--- config.mk ---
export PLATFORM = sky130hd
export DESIGN_NAME = fifo_write_arbiter
export DESIGN_NICKNAME = d
export VERILOG_FILES = /design/src/rtl/fifo_arb_pkg.sv /design/src/rtl/fifo_write_arbiter_rr_pick.sv /design/src/rtl/fifo_write_arbiter.sv
export SDC_FILE = /design/constraint.sdc
export NUM_CORES = 1
export LEC_CHECK = 0
export CAP_MARGIN = 10
export CORE_MARGIN = 5
export CORE_UTILIZATION = 35
export CTS_CLUSTER_DIAMETER = 60
export CTS_CLUSTER_SIZE = 12
export DETAILED_ROUTE_END_ITERATION = 10
export GPL_TIMING_DRIVEN = 0
export PLACE_DENSITY = 0.86
export SYNTH_ARGS = -nofsm -noshare
export SYNTH_HDL_FRONTEND = slang
export SYNTH_SLANG_ARGS = --single-unit
--- constraint.sdc ---
create_clock -name w_clk -period 3.25 [get_ports w_clk]
set_input_delay 0.4875 -clock w_clk [delete_from_list [all_inputs] [get_ports w_clk]]
set_output_delay 0.4875 -clock w_clk [all_outputs]
set_load 0.005 [all_outputs]
--- src/rtl/fifo_arb_pkg.sv ---
// Shared types and helpers for the FIFO write-port arbiter.
// Optional build macro used by the arbiter files: FIFO_ARB_PRIO0_EN.
`timescale 1ns/1ps

package fifo_arb_pkg;

  // Arbiter FSM: one cycle of arbitration, then ownership of the write port.
  typedef enum logic {
    IDLE  = 1'b0,
    GRANT = 1'b1
  } arb_state_e;

  // Width of the per-grant beat counter. It has to hold BURST_LEN itself.
  function automatic int beat_cnt_w(input int burst_len);
    return $clog2(burst_len + 1);
  endfunction

endpackage

--- src/rtl/fifo_write_arbiter_rr_pick.sv ---
// Combinational round-robin picker. It searches req upward from ptr and wraps.
// When FIFO_ARB_PRIO0_EN is defined, requester 0 wins whenever it requests.
`timescale 1ns/1ps

module rr_pick
  import fifo_arb_pkg::*;
#(
  parameter int NUM_REQ = 4,
  parameter int IDX_W   = $clog2(NUM_REQ)
) (
  input  logic [NUM_REQ-1:0] req,
  input  logic [IDX_W-1:0]   ptr,
  output logic [NUM_REQ-1:0] pick_oh,
  output logic [IDX_W-1:0]   pick_idx
);

  // The first requester at or after ptr wins. If none is found, the outputs are zero.
  always_comb begin
    int         cand;
    logic       found;
    logic [IDX_W-1:0] cand_idx;
    pick_oh  = '0;
    pick_idx = '0;
    found    = 1'b0;
    cand     = 0;
    cand_idx = '0;
    for (int off = 0; off < NUM_REQ; off++) begin
      cand = int'(ptr) + off;
      if (cand >= NUM_REQ) cand = cand - NUM_REQ;
      cand_idx = IDX_W'(cand);
      if (!found && req[cand_idx]) begin
        found    = 1'b1;
        pick_idx = cand_idx;
      end
    end
`ifdef FIFO_ARB_PRIO0_EN
    if (req[0]) pick_idx = '0;
`else
`endif
    if (found) pick_oh[pick_idx] = 1'b1;
  end

endmodule

--- src/rtl/fifo_write_arbiter.sv ---
// Round-robin arbiter for the single write port of the async FIFO.
// The grant lasts for up to BURST_LEN words. While flag_full is high the
// owner stalls and keeps the grant. Optional macro FIFO_ARB_PRIO0_EN gives
// requester 0 fixed priority in IDLE.
`timescale 1ns/1ps

module fifo_write_arbiter
  import fifo_arb_pkg::*;
#(
  parameter int NUM_REQ      = 4,
  parameter int DATAIN_WIDTH = 16,
  parameter int BURST_LEN    = 4
) (
  input  logic                            w_clk,
  input  logic                            w_rst,
  input  logic [NUM_REQ-1:0]              req,
  input  logic [NUM_REQ*DATAIN_WIDTH-1:0] req_data,
  input  logic                            flag_full,
  output logic [NUM_REQ-1:0]              gnt,
  output logic [NUM_REQ-1:0]              ack,
  output logic                            w_en,
  output logic [DATAIN_WIDTH-1:0]         data_write
);

  localparam int                IDX_W     = $clog2(NUM_REQ);
  localparam int                BEAT_W    = beat_cnt_w(BURST_LEN);
  localparam logic [BEAT_W-1:0] BEAT_LAST = BEAT_W'(BURST_LEN);
  localparam logic [IDX_W-1:0]  IDX_LAST  = IDX_W'(NUM_REQ - 1);

  arb_state_e         state;
  logic [IDX_W-1:0]   ptr;
  logic [IDX_W-1:0]   owner;
  logic [BEAT_W-1:0]  beat;

  logic [NUM_REQ-1:0] pick_oh;
  logic [IDX_W-1:0]   pick_idx;
  logic [BEAT_W-1:0]  beat_next;
  logic               grant_exit;
  logic [IDX_W-1:0]   ptr_next;

  rr_pick #(
    .NUM_REQ (NUM_REQ),
    .IDX_W   (IDX_W)
  ) u_rr_pick (
    .req      (req),
    .ptr      (ptr),
    .pick_oh  (pick_oh),
    .pick_idx (pick_idx)
  );

  // Write strobe, ack and data follow the owner's request in the same cycle, gated by full.
  always_comb begin
    w_en       = (state == GRANT) & req[owner] & ~flag_full;
    ack        = w_en ? gnt : '0;
    data_write = w_en ? req_data[int'(owner)*DATAIN_WIDTH +: DATAIN_WIDTH] : '0;
  end

  // Release on the last beat of the burst or when the owner withdraws; rotate the pointer past the owner.
  always_comb begin
    beat_next  = beat + BEAT_W'(1);
    grant_exit = (w_en && (beat_next == BEAT_LAST)) || !req[owner];
    ptr_next   = (owner == IDX_LAST) ? '0 : owner + IDX_W'(1);
`ifdef FIFO_ARB_PRIO0_EN
    if (owner == '0) ptr_next = ptr;
`else
`endif
  end

  // Arbitration FSM: pick in IDLE, count beats and decide release in GRANT.
  always_ff @(posedge w_clk or negedge w_rst) begin
    if (!w_rst) begin
      state <= IDLE;
      gnt   <= '0;
      ptr   <= '0;
      owner <= '0;
      beat  <= '0;
    end else begin
      case (state)
        IDLE: begin
          if (|req) begin
            gnt   <= pick_oh;
            owner <= pick_idx;
            beat  <= '0;
            state <= GRANT;
          end
        end
        GRANT: begin
          if (w_en) beat <= beat_next;
          if (grant_exit) begin
            state <= IDLE;
            gnt   <= '0;
            ptr   <= ptr_next;
          end
        end
        default: state <= IDLE;
      endcase
    end
  end

endmodule

# Yosys cells after proc, flatten, opt, wreduce, memory -nomap -nowiden
# Cells that the tools add are included.
# totals
ram_bits	0
reg_bits	12
latch_bits	0
inputBits	71
rom_bits	0
output_inout_bits	25
memories	0
# op_classes
n_mux	37
n_eq_ne	5
n_bitwise	4
add_sub_neg	9
n_lt_le_gt_ge	11
n_reduce_logical	15
n_shift	1
div	0
n_mul	0
# ops
operator	n
64-bit by 7-bit indexed part select with 16-bit output	1
2-bit by 3-bit less-than comparator with 1-bit output (second input constant)	6
2-bit two-way mux	9
16-bit two-way mux	1
4-bit two-way mux	4
1-bit two-way mux	12
1-bit binary-select mux with 2-bit select	5
3-bit greater-or-equal comparator (second input constant)	3
4-bit case mux with 2 select lines	1
2-bit AND reduction	4
2-bit by 1-bit subtractor with 2-bit output (second input constant)	4
2-bit by 2-bit adder with 3-bit output (second input constant)	2
3-bit two-way mux	2
3-bit case mux with 2 select lines	1
1-bit logical AND	5
1-bit zero test	4
2-bit != test (second input constant)	2
4-bit OR reduction	1
2-bit by 1-bit adder with 3-bit output (second input constant)	1
3-bit by 1-bit adder with 3-bit output (second input constant)	1
3-bit == test (second input constant)	1
2-bit by 3-bit greater-or-equal comparator with 1-bit output (second input constant)	1
2-bit by 1-bit adder with 2-bit output (second input constant)	1
1-bit bitwise AND	2
7 further kinds	8

# Depth between registers and ports, before layout
# Gate-level depths: netlist of the first run.
# logic_depth
ltp_word	21
ltp_mapped	6
ltp_nobuf	6

# By module
# Synthesis of the first run repeated with hierarchy kept, for this count alone.
# unflattened
cells_unflattened	129
area_unflattened_um2	1393.8
# by_module_without_submodules
mod	instances	cells_each	area_each_um2
fifo_write_arbiter	1	98	1196.1
rr_pick	1	31	197.7

# Worst setup path after synthesis of the first run
# Ideal clock, no wire load.
# synth_path
kind	register -> output
startpoint	reg owner[0]
endpoint	out data_write[10]
required_time_ps	2762
path_slack_ps	1292
stages_incl_launch_ff	5
arrival_time_ps	1471
path_cell_list	dfrtp_1 > buf_4 > buf_2 > mux4_2 > nor2b_1
# synth_via
elab_chain_cells	5
# synth_lines
item	line	text
from (decl)	fifo_write_arbiter.sv:32	logic [IDX_W-1:0] owner;
from (signal assigned)	fifo_write_arbiter.sv:82	owner <= pick_idx;
parallel branches: the longest is 4 deep, another holds 64-bit by 7-bit indexed part select with 16-bit output	--	
16-bit two-way mux (*)	fifo_write_arbiter.sv:55	data_write = w_en ? req_data[int'(owner)*DATAIN_WIDTH +: DATAIN_WIDTH] : '0;
to (decl)	fifo_write_arbiter.sv:22	output logic [DATAIN_WIDTH-1:0] data_write
# Every way passes the cells marked *. The select of a mux whose other input is x is not followed.

# Worst setup path after layout of the first run
# layout_path
startpoint	in req[3]
endpoint	out data_write[4]
# layout_via
elab_chain_cells	5
# layout_lines
item	line	text
from (decl)	fifo_write_arbiter.sv:16	input logic [NUM_REQ-1:0] req,
1-bit binary-select mux with 2-bit select	fifo_write_arbiter.sv:53	w_en = (state == GRANT) & req[owner] & ~flag_full;
1-bit two-way mux (not written as such)	fifo_write_arbiter.sv:53	
1-bit bitwise AND (2 in a row)	fifo_write_arbiter.sv:53	
16-bit two-way mux	fifo_write_arbiter.sv:55	
# Every way passes these cells. The select of a mux whose other input is x is not followed.

==> results of run 1 <==
[worst max-delay path, cell delays in order]
cell and delay [ps]:
clkdlybuf4s50_1 510, mux4_2 570, nand3b_2 180, buf_2 230
nor2b_1 70, clkdlybuf4s50_1 480
[power groups by stage]
stage | logic (mW) | clock network [mW] | registers, mW
after floorplan | 0.527 | 0 | 0.246
after global placement | 0.826 | 0 | 0.250
after detailed placement | 0.853 | 0 | 0.255
after CTS | 0.857 | 0.118 | 0.252
after global routing | 0.928 | 0.127 | 0.262
final | 0.843 | 0.113 | 0.254
[final timing paths]
kind	to
max	data_write[4]
max reg2reg	ptr[1]
min reg2reg	beat[2]
min	beat[2]
min in group asynchronous	gnt[0]
max in group asynchronous	beat[2]
[stage by stage]
step	hold WS [ps]	cells	setup WS [ps]	power, mW
6_report	504.3	247	240.0	1.210
5_1_grt	554.6	247	135.0	1.317
4_1_cts	506.5	247	215.1	1.227
3_5_place_dp	492.1	243	223.6	1.108
3_3_place_gp	482.2	243	269.1	1.076
2_1_floorplan	191.9	102	1292	0.7728
[per-layer routing]
layer,wire (um),global-route usage
met5,0,0
met4,7,0.03797
met3,444,0.04160
met2,2065,0.3293
met1,1687,0.2196
[kinds of logic after synthesis]
kind of cell / count (synthesis) / synth area share
AND/OR/NAND/NOR: 34 / 0.1765
AO/OA/AOI/OAI: 21 / 0.1324
multiplexers: 18 / 0.3391
buffers and inverters: 14 / 0.06135
flip-flops: 12 / 0.2583
adder cells (fa/ha/maj): 3 / 0.03230
[registers in the layout, indices dropped and copies added (netlist names)]
name   flops
beat       3
gnt        4
owner      2
ptr        2
state      1
[cell type report]
cell class	instances	area (um2)	area share
tap	46	57.56	0.02608
buffer	7	45.04	0.02041
timing repair buffer	95	950.9	0.4308
clock buffer	4	36.28	0.01644
multi-input combinational	76	790.8	0.3583
sequential	12	300.3	0.1361
inverter	7	26.28	0.01190
[synthesized netlist by cell type]
cell type,instances
a2111oi_0,1
a21o_1,1
a21oi_1,2
a21oi_4,1
a221oi_1,1
a22o_1,4
and2_1,4
buf_2,3
buf_4,2
buf_6,1
clkbuf_1,1
dfrtp_1,12
ha_1,3
inv_1,7
mux2_2,1
mux4_2,17
nand2_1,2
nand2b_1,1
nand3_1,3
nand3b_2,1
nor2_1,2
nor2b_1,17
nor2b_2,1
nor3_1,1
nor4_1,1
o21a_1,2
o21ai_0,7
o21ba_2,1
o21bai_1,1
or2_1,1
==> run_summary.xml, run 1 <==
<?xml version="1.0" encoding="UTF-8"?>
<metrics>
  <group name="status">
    <metric name="status" unit="">completed</metric>
  </group>
  <group name="worst_setup_path">
    <metric name="cp_data_required_time" unit="ps">2760</metric>
    <metric name="reg2regPathDepth" unit="">4</metric>
    <metric name="cp-startpoint" unit="">req[3]</metric>
    <metric name="rrSetupSlack" unit="ps">1480</metric>
    <metric name="critical_path_class" unit="">primary input to primary output</metric>
    <metric name="timing.critical_path.arrival" unit="ps">2520</metric>
    <metric name="critical_path.startpoint_type" unit="">primary input</metric>
    <metric name="cp-end-kind" unit="">primary output</metric>
    <metric name="timing.rr.start" unit="">owner[1]</metric>
    <metric name="worstPathMaxFanout" unit="">10</metric>
  </group>
  <group name="clock_network">
    <metric name="postcts_setup_bufs" unit="">0</metric>
    <metric name="cts_tree" unit="">done</metric>
    <metric name="cts_num_sinks" unit="">12</metric>
    <metric name="cts_made_buffers" unit="">3</metric>
    <metric name="worstSkewPairLatency" unit="ps">260</metric>
    <metric name="post_cts_hold_buffer_count" unit="">0</metric>
    <metric name="max-clock-path-buffers" unit="">2</metric>
    <metric name="cts_root_buffer" unit="">clkbuf_4</metric>
    <metric name="h_tree_depth" unit="">1</metric>
    <metric name="ctsResizeCount" unit="">0</metric>
    <metric name="cts.clk_slew.worst_paths" unit="ps">70</metric>
  </group>
  <group name="cells_and_area">
    <metric name="mostFrequentLayoutCells" unit="">95 x clkdlybuf4s50_1, 17 x mux4_2, 17 x nor2b_1</metric>
    <metric name="share_of_final_layout_standard_cells_stronger_than_drive_strength_1" unit="">0.1592</metric>
    <metric name="num-fill-cells" unit="">245</metric>
    <metric name="mostFrequentLayoutCell" unit="">clkdlybuf4s50_1</metric>
    <metric name="layout_net_count" unit="">276</metric>
    <metric name="area_delta_synth_final" unit="%">89.88</metric>
    <metric name="antenna_cells_inserted" unit="">0</metric>
    <metric name="design_area" unit="um2">2207</metric>
    <metric name="post-route-util" unit="">0.6720</metric>
  </group>
  <group name="sta">
    <metric name="setup_viol_count_final" unit="">0</metric>
    <metric name="achievable-frequency" unit="GHz">0.3322</metric>
    <metric name="finalClockSkew" unit="ps">4.725</metric>
    <metric name="tightestPinTransition" unit="ps">541.5</metric>
    <metric name="timing.setup.tns" unit="ps">0</metric>
    <metric name="period_needed" unit="ps">3010</metric>
    <metric name="max_slew_headroom" unit="">0.6297</metric>
    <metric name="period_share" unit="">0.9262</metric>
    <metric name="hold_viol" unit="">0</metric>
    <metric name="final-max-slew-violation-count" unit="">0</metric>
    <metric name="unrepaired_setup_endpoints_after_global_routing" unit="">false</metric>
  </group>
  <group name="yosys">
    <metric name="synth.yosys.warnings" unit="">0</metric>
    <metric name="postSynthCellCount" unit="">102</metric>
    <metric name="post-synth-top-area-cell" unit="">mux4_2</metric>
    <metric name="synth_fp_nets" unit="">176</metric>
    <metric name="syn_avg_cell_area" unit="um2">11.40</metric>
    <metric name="netlist_top_cells_area" unit="">mux4_2 33%, dfrtp_1 26%, nor2b_1 9.1%</metric>
    <metric name="ys_seq_area_frac" unit="">0.2583</metric>
    <metric name="yosys.cell_types.count" unit="">30</metric>
    <metric name="yosys_register_bits" unit="">12</metric>
    <metric name="yosys.area.top_type_share" unit="">0.3294</metric>
    <metric name="synth_area" unit="um2">1162</metric>
  </group>
  <group name="floorplanning">
    <metric name="top_level_ports" unit="">96</metric>
    <metric name="number_of_placement_rows" unit="">21</metric>
    <metric name="initial_utilization" unit="">0.3539</metric>
    <metric name="dieArea" unit="um2">4574</metric>
    <metric name="core_region_area" unit="um2">3284</metric>
    <metric name="fp.dieW" unit="um">67.63</metric>
    <metric name="floorplan.die.height" unit="um">67.63</metric>
  </group>
  <group name="power">
    <metric name="p_seq_frac" unit="">0.210</metric>
    <metric name="share_of_power_burned_in_the_clock_network" unit="">0.093</metric>
    <metric name="switchingPower" unit="mW">0.4153</metric>
    <metric name="sw_frac_of_total" unit="">0.3433</metric>
    <metric name="irDropWorstVdd" unit="uV">347.6</metric>
    <metric name="static-leakage-power" unit="nW">0.8464</metric>
    <metric name="power_density_relative_to_cell_area" unit="nW/um2">548.1</metric>
    <metric name="power.share.combinational" unit="">0.697</metric>
    <metric name="p_int" unit="mW">0.7943</metric>
  </group>
  <group name="place">
    <metric name="gp_congestion" unit="">0.7473</metric>
    <metric name="detailed_place_hpwl" unit="um">3631</metric>
    <metric name="placed_cell_area" unit="um2">2171</metric>
    <metric name="place.port_buffers" unit="">95</metric>
  </group>
  <group name="min_path">
    <metric name="hold_path_depth" unit="">2</metric>
    <metric name="hp-start" unit="">beat[2]</metric>
    <metric name="hold_class" unit="">flip-flop to flip-flop</metric>
  </group>
  <group name="drt">
    <metric name="detailroute.via_count" unit="">1216</metric>
    <metric name="drt_first_pass_iters" unit="">4</metric>
    <metric name="first_iter_violations" unit="">35</metric>
    <metric name="drc_errors" unit="">0</metric>
    <metric name="detail_route.wl_per_cell" unit="um">17.02</metric>
    <metric name="post_dr_vias_cell" unit="">4.923</metric>
    <metric name="wirelength" unit="um">4204</metric>
    <metric name="ant_nets" unit="">0</metric>
  </group>
  <group name="global_routing">
    <metric name="grt_pass1_vias" unit="">1288</metric>
    <metric name="wire_length_of_the_first_global_routing_pass" unit="um">6327</metric>
    <metric name="grt_start_max_net_pins" unit="">13</metric>
    <metric name="grt_util_all_layers" unit="">0.1825</metric>
    <metric name="grt.overflow.total" unit="">0</metric>
    <metric name="grt_antenna_before_repair" unit="">0</metric>
  </group>
  <group name="flow_run">
    <metric name="maxCapViolations" unit="">0</metric>
  </group>
</metrics>
Note: power is estimated with default switching activity, not from simulation.
==> run 2, diff against run 1 <==
==> constraint.sdc (replaced) <==
create_clock -name w_clk -period 3.72 [get_ports w_clk]
set_input_delay 0.558 -clock w_clk [delete_from_list [all_inputs] [get_ports w_clk]]
set_output_delay 0.558 -clock w_clk [all_outputs]
set_load 0.005 [all_outputs]
==> results of run 2 <==
The final DEF is identical to that of run 1. Status: completed.
Main changes from that run: setup slack after placement 223.6 ps -> 552.6 ps; setup slack after layout 240.0 ps -> 569.0 ps; register-to-register setup slack 1480 ps -> 1950 ps; total power 1.210 mW -> 1.057 mW; worst IR drop on VDD 347.6 uV -> 303.7 uV
==> run 3, diff against run 2 <==
--- a/config.mk
+++ b/config.mk
@@ -7,12 +7,12 @@
 export LEC_CHECK = 0
 export CAP_MARGIN = 10
 export CORE_MARGIN = 5
-export CORE_UTILIZATION = 35
+export CORE_UTILIZATION = 29
 export CTS_CLUSTER_DIAMETER = 60
 export CTS_CLUSTER_SIZE = 12
 export DETAILED_ROUTE_END_ITERATION = 10
 export GPL_TIMING_DRIVEN = 0
-export PLACE_DENSITY = 0.86
+export PLACE_DENSITY = 0.76
 export SYNTH_ARGS = -nofsm -noshare
 export SYNTH_HDL_FRONTEND = slang
 export SYNTH_SLANG_ARGS = --single-unit
==> constraint.sdc (replaced) <==
create_clock -name w_clk -period 2.8 [get_ports w_clk]
set_input_delay 0.42 -clock w_clk [delete_from_list [all_inputs] [get_ports w_clk]]
set_output_delay 0.42 -clock w_clk [all_outputs]
set_load 0.005 [all_outputs]
==> run 3 against run 2 <==
Final area increased by 1.9%; via count decreased by 0.99%; first-iteration DRC count is 29% lower; non-clock buffer count rose by 1; final cell count up 2.0%; register-to-register slack got worse by 1000 ps; count of clock-buffer cells in the layout did not move; routed wire length is essentially flat; hold slack worse by 1.3 ps; critical path type unchanged.
==> run_summary.xml, run 3 (synthesis results as in run 1) <==
<?xml version="1.0" encoding="UTF-8"?>
<metrics>
  <group name="sta">
    <metric name="achievable-frequency" unit="GHz">0.3669</metric>
    <metric name="setup_viol_count_final" unit="">0</metric>
    <metric name="final-max-slew-violation-count" unit="">0</metric>
    <metric name="period_needed" unit="ps">2726</metric>
    <metric name="timing.setup.tns" unit="ps">0</metric>
    <metric name="tightestPinTransition" unit="ps">588.8</metric>
    <metric name="unrepaired_setup_endpoints_after_global_routing" unit="">false</metric>
    <metric name="finalClockSkew" unit="ps">1.651</metric>
    <metric name="period_share" unit="">0.9734</metric>
    <metric name="max_slew_headroom" unit="">0.6075</metric>
    <metric name="hold_viol" unit="">0</metric>
  </group>
  <group name="global_routing">
    <metric name="wire_length_of_the_first_global_routing_pass" unit="um">6348</metric>
    <metric name="grt_util_all_layers" unit="">0.1525</metric>
    <metric name="grt_start_max_net_pins" unit="">13</metric>
    <metric name="grt_pass1_vias" unit="">1196</metric>
    <metric name="grt.overflow.total" unit="">0</metric>
    <metric name="grt_antenna_before_repair" unit="">0</metric>
  </group>
  <group name="clock_network">
    <metric name="cts_num_sinks" unit="">12</metric>
    <metric name="cts_made_buffers" unit="">3</metric>
    <metric name="cts.clk_slew.worst_paths" unit="ps">50</metric>
    <metric name="post_cts_hold_buffer_count" unit="">0</metric>
    <metric name="cts_root_buffer" unit="">clkbuf_8</metric>
    <metric name="h_tree_depth" unit="">1</metric>
    <metric name="cts_tree" unit="">done</metric>
    <metric name="max-clock-path-buffers" unit="">2</metric>
    <metric name="worstSkewPairLatency" unit="ps">240</metric>
  </group>
  <group name="power">
    <metric name="static-leakage-power" unit="nW">0.8789</metric>
    <metric name="total_power" unit="mW">1.463</metric>
    <metric name="irDropWorstVdd" unit="uV">388.2</metric>
    <metric name="power_density_relative_to_cell_area" unit="nW/um2">650.6</metric>
  </group>
  <group name="drt">
    <metric name="first_iter_violations" unit="">25</metric>
    <metric name="detail_route.wl_per_cell" unit="um">16.69</metric>
    <metric name="drc_errors" unit="">0</metric>
    <metric name="ant_nets" unit="">0</metric>
    <metric name="detailroute.via_count" unit="">1204</metric>
    <metric name="drt_first_pass_iters" unit="">4</metric>
    <metric name="wirelength" unit="um">4205</metric>
    <metric name="post_dr_vias_cell" unit="">4.778</metric>
  </group>
  <group name="cells_and_area">
    <metric name="mostFrequentLayoutCells" unit="">93 x clkdlybuf4s50_1, 17 x mux4_2, 17 x nor2b_1</metric>
    <metric name="antenna_cells_inserted" unit="">0</metric>
    <metric name="area_delta_synth_final" unit="%">93.43</metric>
    <metric name="number_of_flip_flops_in_the_largest_register" unit="">4</metric>
    <metric name="mostFrequentLayoutCell" unit="">clkdlybuf4s50_1</metric>
    <metric name="share_of_final_layout_standard_cells_stronger_than_drive_strength_1" unit="">0.1634</metric>
    <metric name="largestRegisters" unit="">gnt: 4 flops, beat: 3 flops</metric>
    <metric name="layout_net_count" unit="">277</metric>
    <metric name="registers.top_by_ff_count" unit="">gnt</metric>
  </group>
  <group name="floorplanning">
    <metric name="dieArea" unit="um2">5374</metric>
    <metric name="fp.dieW" unit="um">73.31</metric>
    <metric name="initial_utilization" unit="">0.2948</metric>
    <metric name="floorplan.die.height" unit="um">73.31</metric>
    <metric name="core_region_area" unit="um2">3943</metric>
    <metric name="number_of_placement_rows" unit="">23</metric>
    <metric name="top_level_ports" unit="">96</metric>
  </group>
  <group name="place">
    <metric name="gp_congestion" unit="">0.7861</metric>
    <metric name="place.port_buffers" unit="">95</metric>
    <metric name="detailed_place_hpwl" unit="um">3551</metric>
  </group>
  <group name="worst_setup_path">
    <metric name="critical_path.cell_chain" unit="">clkdlybuf4s50_1, mux4_2, nand3b_2, buf_4, nor2b_1, clkdlybuf4s50_1</metric>
    <metric name="timing.critical_path.arrival" unit="ps">2310</metric>
    <metric name="slowest_delay" unit="ps">510</metric>
    <metric name="rrSetupSlack" unit="ps">950</metric>
    <metric name="critical_path.startpoint_type" unit="">primary input</metric>
    <metric name="cp-end-kind" unit="">primary output</metric>
    <metric name="cp_data_required_time" unit="ps">2380</metric>
    <metric name="worstPathMaxFanout" unit="">10</metric>
    <metric name="critical_path_class" unit="">primary input to primary output</metric>
    <metric name="most_frequent_cell_on_the_critical_path" unit="">clkdlybuf4s50_1</metric>
    <metric name="slowest_stage" unit="">mux4_2</metric>
  </group>
  <group name="flow_run">
    <metric name="maxCapViolations" unit="">0</metric>
  </group>
  <group name="min_path">
    <metric name="hold_class" unit="">flip-flop to flip-flop</metric>
  </group>
  <group name="status">
    <metric name="status" unit="">completed</metric>
  </group>
</metrics>
-- run 3: cell count changes in the layout (fill, tap and decap cells not counted), sizes merged --
cell           before  now
clkbuf              5    6
clkdlybuf4s50      95   93
dlymetal6s2s        0    2
-- run 3: what timing repair did --
action,in CTS,in global routing
resized for setup,1,3
pin swaps,0,0
hold endpoints to repair,0,0
endpoints found under the setup margin,17,18
buffers inserted,1,0
-- run 3: worst max-delay path: cells and delay by family --
kind / cells / cell delay (ps)
buf+inv: 3 / 1130
mux: 1 / 510
simple gates: 2 / 240
-- run 3: final timing paths --
| path | endpoint | from | cells past startpoint |
|---|---|---|---|
| worst min-delay path | beat[2] | beat[2] | 2 |
| worst max-delay path | data_write[13] | req[2] | 6 |
| max in group asynchronous | beat[2] | w_rst | 1 |
| worst max register to register | ptr[1] | owner[1] | 5 |
| worst min register to register | beat[2] | beat[2] | 2 |
| min in group asynchronous | ptr[0] | w_rst | 1 |
-- run 3: report_power, final --
part | internal, mW | switching (mW)
Sequential | 0.243 | 0.0466
Combinational | 0.614 | 0.373
Clock | 0.124 | 0.0619
Total | 0.981 | 0.482
-- run 3: through the flow --
step                      std cells    util  hold WS [ps]  instance area [um2]  setup slack (ps)
final                           252  0.5703         503.0                 2248             74.46
after global placement          247  0.5519         481.3                 2176            -66.68
after detailed placement        247  0.5519         492.0                 2176            -64.69
after global routing            252  0.5703         535.7                 2248             21.21
after floorplan                 102       -         124.4                 1162             909.3
after CTS                       252  0.5684         502.9                 2241             9.110
-- run 3: routing by layer --
layer	vias to the layer above	wire, um	GRT usage
li1	585	-	-
met4	0	10	0.03622
met3	2	417	0.02599
met1	564	1790	0.2031
met5	-	0	0
met2	53	1987	0.2582
-- run 3: cell type report --
cell class                      count  area, um2
Clock buffer                        4      55.05
Tap cell                           50      62.56
Fill cell                         345       1694
Sequential cell                    12      300.3
Timing Repair Buffer               96      963.4
Buffer                              7      50.05
Multi-Input combinational cell     76      790.8
Inverter                            7      26.28
